**src/rtl/seq_pattern_gen.sv**
```systemverilog
// Serial pattern transmitter: sends pattern[len-1:0] MSB-first, reps+1 times, with Moore outputs.
// Define SEQ_PATTERN_GEN_PARITY_EN to append an even-parity bit after every repetition.
module seq_pattern_gen #(
    parameter int unsigned WIDTH = 8,
    parameter int unsigned LEN_W = 4,
    parameter int unsigned CNT_W = 4
) (
    input  logic             clk,
    input  logic             rst_b,
    input  logic             start,
    input  logic [WIDTH-1:0] pattern,
    input  logic [LEN_W-1:0] len,
    input  logic [CNT_W-1:0] reps,
    output logic             x,
    output logic             x_vld,
    output logic             busy,
    output logic             done
);

    localparam logic [1:0] IDLE = 2'd0;
    localparam logic [1:0] SEND = 2'd1;
`ifdef SEQ_PATTERN_GEN_PARITY_EN
    localparam logic [1:0] PAR  = 2'd2;
`endif
    localparam logic [1:0] DONE = 2'd3;

    logic [1:0]       state_q, state_d;
    logic [WIDTH-1:0] sr_q, sr_d;
    logic [LEN_W-1:0] len_q, len_d;
    logic [LEN_W-1:0] bit_q, bit_d;
    logic [CNT_W-1:0] rep_q, rep_d;

    logic [LEN_W-1:0] eff_len;
    logic [LEN_W-1:0] idx;
    logic             last_bit;
    logic             rep_end;
    logic             sel_bit;
`ifdef SEQ_PATTERN_GEN_PARITY_EN
    logic [WIDTH-1:0] par_mask;
    logic             par_bit;
`endif

    assign eff_len  = (len > LEN_W'(WIDTH)) ? LEN_W'(WIDTH) : len;
    assign last_bit = (bit_q == len_q - 1'b1);
    assign idx      = len_q - 1'b1 - bit_q;

    always_comb begin
        sel_bit = 1'b0;
        for (int i = 0; i < WIDTH; i++) begin
            if (idx == LEN_W'(i)) sel_bit = sr_q[i];
        end
    end

`ifdef SEQ_PATTERN_GEN_PARITY_EN
    // A shift by WIDTH yields zero, so a full-length pattern gets an all-ones mask.
    assign par_mask = ~({WIDTH{1'b1}} << len_q);
    assign par_bit  = ^(sr_q & par_mask);
`endif

    always_comb begin
        state_d = state_q;
        sr_d    = sr_q;
        len_d   = len_q;
        bit_d   = bit_q;
        rep_d   = rep_q;
        rep_end = 1'b0;
        case (state_q)
            IDLE: begin
                if (start && (len != '0)) begin
                    sr_d    = pattern;
                    len_d   = eff_len;
                    bit_d   = '0;
                    rep_d   = reps;
                    state_d = SEND;
                end
            end
            SEND: begin
                if (last_bit) begin
`ifdef SEQ_PATTERN_GEN_PARITY_EN
                    state_d = PAR;
`else
                    rep_end = 1'b1;
`endif
                end else begin
                    bit_d = bit_q + 1'b1;
                end
            end
`ifdef SEQ_PATTERN_GEN_PARITY_EN
            PAR:     rep_end = 1'b1;
`endif
            DONE:    state_d = IDLE;
            default: state_d = IDLE;
        endcase
        // Zero is checked before decrementing, so the counter never underflows.
        if (rep_end) begin
            if (rep_q != '0) begin
                rep_d   = rep_q - 1'b1;
                bit_d   = '0;
                state_d = SEND;
            end else begin
                state_d = DONE;
            end
        end
    end

    always_ff @(posedge clk or negedge rst_b) begin
        if (!rst_b) begin
            state_q <= IDLE;
            sr_q    <= '0;
            len_q   <= '0;
            bit_q   <= '0;
            rep_q   <= '0;
        end else begin
            state_q <= state_d;
            sr_q    <= sr_d;
            len_q   <= len_d;
            bit_q   <= bit_d;
            rep_q   <= rep_d;
        end
    end

    always_comb begin
        x     = 1'b0;
        x_vld = 1'b0;
        busy  = 1'b0;
        done  = 1'b0;
        case (state_q)
            SEND: begin
                x     = sel_bit;
                x_vld = 1'b1;
                busy  = 1'b1;
            end
`ifdef SEQ_PATTERN_GEN_PARITY_EN
            PAR: begin
                x     = par_bit;
                x_vld = 1'b1;
                busy  = 1'b1;
            end
`endif
            DONE:    done = 1'b1;
            default: ;
        endcase
    end

endmodule
```
**config.mk**
```make
export PLATFORM = sky130hd
export DESIGN_NAME = seq_pattern_gen
export DESIGN_NICKNAME = d
export VERILOG_FILES = /design/src/rtl/seq_pattern_gen.sv
export SDC_FILE = /design/constraint.sdc
export NUM_CORES = 1
export LEC_CHECK = 0
export CAP_MARGIN = 0
export CORE_ASPECT_RATIO = 1.25
export CORE_UTILIZATION = 30
export DETAILED_ROUTE_END_ITERATION = 10
export DONT_BUFFER_PORTS = 1
export GPL_ROUTABILITY_DRIVEN = 0
export PLACE_DENSITY = 0.44
export REMOVE_ABC_BUFFERS = 1
export SYNTH_ARGS = -nofsm -noshare
export SYNTH_HDL_FRONTEND = slang
export SYNTH_SLANG_ARGS = --single-unit
```
**constraint.sdc**
```tcl
create_clock -name clk -period 5.3 [get_ports clk]
set_input_delay 1.325 -clock clk [delete_from_list [all_inputs] [get_ports clk]]
set_output_delay 1.325 -clock clk [all_outputs]
set_load 0.03 [all_outputs]
```
==> results.md <==
- Routed vias/inst: 5.01
- Synth Flop Type: dfrtp_1
- Maxcap violations: 0
- Synth Register Bits: 22
- Fmax: 0.252 GHz
- Row cnt: 26
- Critical Path End Type: output port
- I/O Pins: 23
- Power Density: 481 nW/um^2
- Final setup vio count: 0
- Synth area leader: dfrtp_1
- Internal power: 443 uW
- RSZ-0062 raised after global routing: no
- Full die area: 4680 sq um
- Max Slew Vio Count: 0
- Total CTS buffers: 3
- CTS Hold Buffers Added: 0
- PortBufs: 0
- FILL cells: 486
- Synth top area share: 0.416
- Drt first pass iters: 4
- Combinational Power Share: 0.429
- CTS Sinks: 22
- Reg clk slew, reported paths: 0.09 ns
- Gate Count Post-Synth: 139
- Gr usage total: 0.151
- Seq/Total Area, Yosys: 0.416
- Status: finished, final reports clean
- Post-route insts no fill: 196
- Clock group share of total power: 0.228
- Largest cells by area after synthesis: dfrtp_1 (42%), nand2_1 (11%), ha_1 (5.7%), mux2i_1 (3.8%), mux4_2 (3.4%)
- WHS Path Cells: 2
- Setup TNS: 0 ns
- Final hold vios: 0
- Post-Syn Area: 1320 sq um
- H-tree depth: 1
- Inst Count DP: 192
- Largest net degree at the start of global routing: 23
- ANT cells: 0
- Initial antenna violation count: 0
- Synth Warn #: 0
- Post-DP HPWL: 2180 um
- CP Max Fanout: 3
- Routed via count: 981
- Setup CP Type: reg -> out
- Fin crit period: 3.97 ns
- Count leader, synth: nand2_1
- Chip height: 76.2 um
- Antenna Nets Post-Route: 0
- CTS tree: yes
- Post-layout net count: 167
- Post-CTS Setup Bufs: 0
- Gr ovfl total: 0
- Peak supply drop: 0.146 mV
- Ys async rst share: 1.00
- Register share of total power: 0.343
- Critical Path Start Type: register
- PnR worst setup slack: 1.33 ns
- Sw frac: 0.366
- Post-cts sizing count: 0
- Required time of the worst setup path: 3.97 ns
- LEAKAGE: 0.000656 uW
- Area Overhead vs Synth: 9.93%
- Avg Cell Area, Syn: 9.51 sq um
- Final Cell Area: 1450 sq um
- Core Region: 4160 sq um
- Initial core utilization: 0.318
- Worst Path Arrival: 2.65 ns
- Final core utilization: 0.349
- NetSw: 256 uW
- Reg2reg path depth: 8
- Drt wl/cell: 14.8 um
- Final period utilization: 0.750
- Clock Path Buffers: 2
- Wirelength, routed: 2900 um
- Top cells by count, synth: nand2_1 (37), dfrtp_1 (22), inv_1 (11)
- Vias in the first global route: 1059
- Worst-Margin Slew: 0.801 ns
- Post-synth EDFFs: 0
- DIE WIDTH: 61.4 um
- Slew HR: 0.464
- Clock root cell: clkbuf_8
- Setup Skew: 0.00741 ns
- Dpl ws: 1.62 ns
- # DRC: 0
- First-pass GRT wire length: 5150 um
- Clk Latency, worst-skew pair: 0.27 ns
- Starting DRT DRC Count: 58
- Synth cell types: 38
- Hold crit path type: reg -> reg
- Placed Instance Area: 1380 sq um
- Share of post-route cells with drive strength above 1: 0.114
placed cells by master (no fill, tap or decap), types with 3 or more instances in the layout:
cell and count:
clkbuf_8 3, ha_1 6, mux2i_1 5, nand2_1 37
nand3_1 5, inv_1 11, dfrtp_1 22, o211ai_1 6
nor4_1 3, a21oi_1 3, o21ai_0 5
worst paths after layout:
kind | slack [ns] | startpoint | endpoint
worst max-delay path | 1.33 | len_q[0] | x
worst min-delay path | 0.48 | sr_q[0] | sr_q[0]
worst max register to register | 2.95 | len_q[0] | bit_q[1]
worst min register to register | 0.48 | sr_q[0] | sr_q[0]
max in group asynchronous | 4.48 | rst_b | sr_q[0]
min in group asynchronous | 0.74 | rst_b | state_q[0]
power by group through the flow:
stage / logic (uW) / registers (uW) / clock network [uW]
floorplan: 246 / 233 / 0
global placement: 297 / 243 / 0
detailed placement: 302 / 242 / 0
CTS: 304 / 240 / 164
global route: 341 / 247 / 170
finish: 300 / 240 / 160
state kept, by name (all words and copies together) (netlist names):
register / cells
bit_q: 4
len_q: 4
rep_q: 4
sr_q: 8
state_q: 2
area by class of cell:
type                            count  area, sq um  share of cell area
Clock inverter                      1         30.0              0.0207
Sequential cell                    22          551               0.379
Tap cell                           56         70.1              0.0482
Multi-Input combinational cell    102          713               0.491
Timing Repair Buffer                1         7.51             0.00516
Clock buffer                        3         41.3              0.0284
Inverter                           11         41.3              0.0284
kinds of logic after synthesis:
family | Yosys count | synth area share
xor+xnor | 5 | 0.0445
mux | 7 | 0.0719
flops | 22 | 0.416
buf+inv | 15 | 0.0492
fa+ha+maj | 7 | 0.0719
compound gates | 20 | 0.106
simple gates | 63 | 0.240
metrics by stage:
step	hold slack (ns)	total power, uW
after floorplan	0.440	480
after global placement	0.468	539
after detailed placement	0.463	545
after CTS	0.483	707
after global routing	0.514	759
final	0.479	699
critical path, stage by stage, from the launching register on:
cell,delay [ns]
dfrtp_1,0.42
inv_1,0.08
ha_1,0.29
inv_1,0.09
fa_1,0.46
mux4_2,0.24
mux2i_1,0.07
nor4b_2,0.72
per-layer routing:
metal  up-vias  GRT usage  share of wire
met5         -          0              0
met1       475      0.189           0.43
li1        482          -              -
met3         5     0.0255          0.037
met2        19      0.252           0.52
met4         0     0.0533          0.018
No activity file was read; power rests on OpenSTA's default activity.
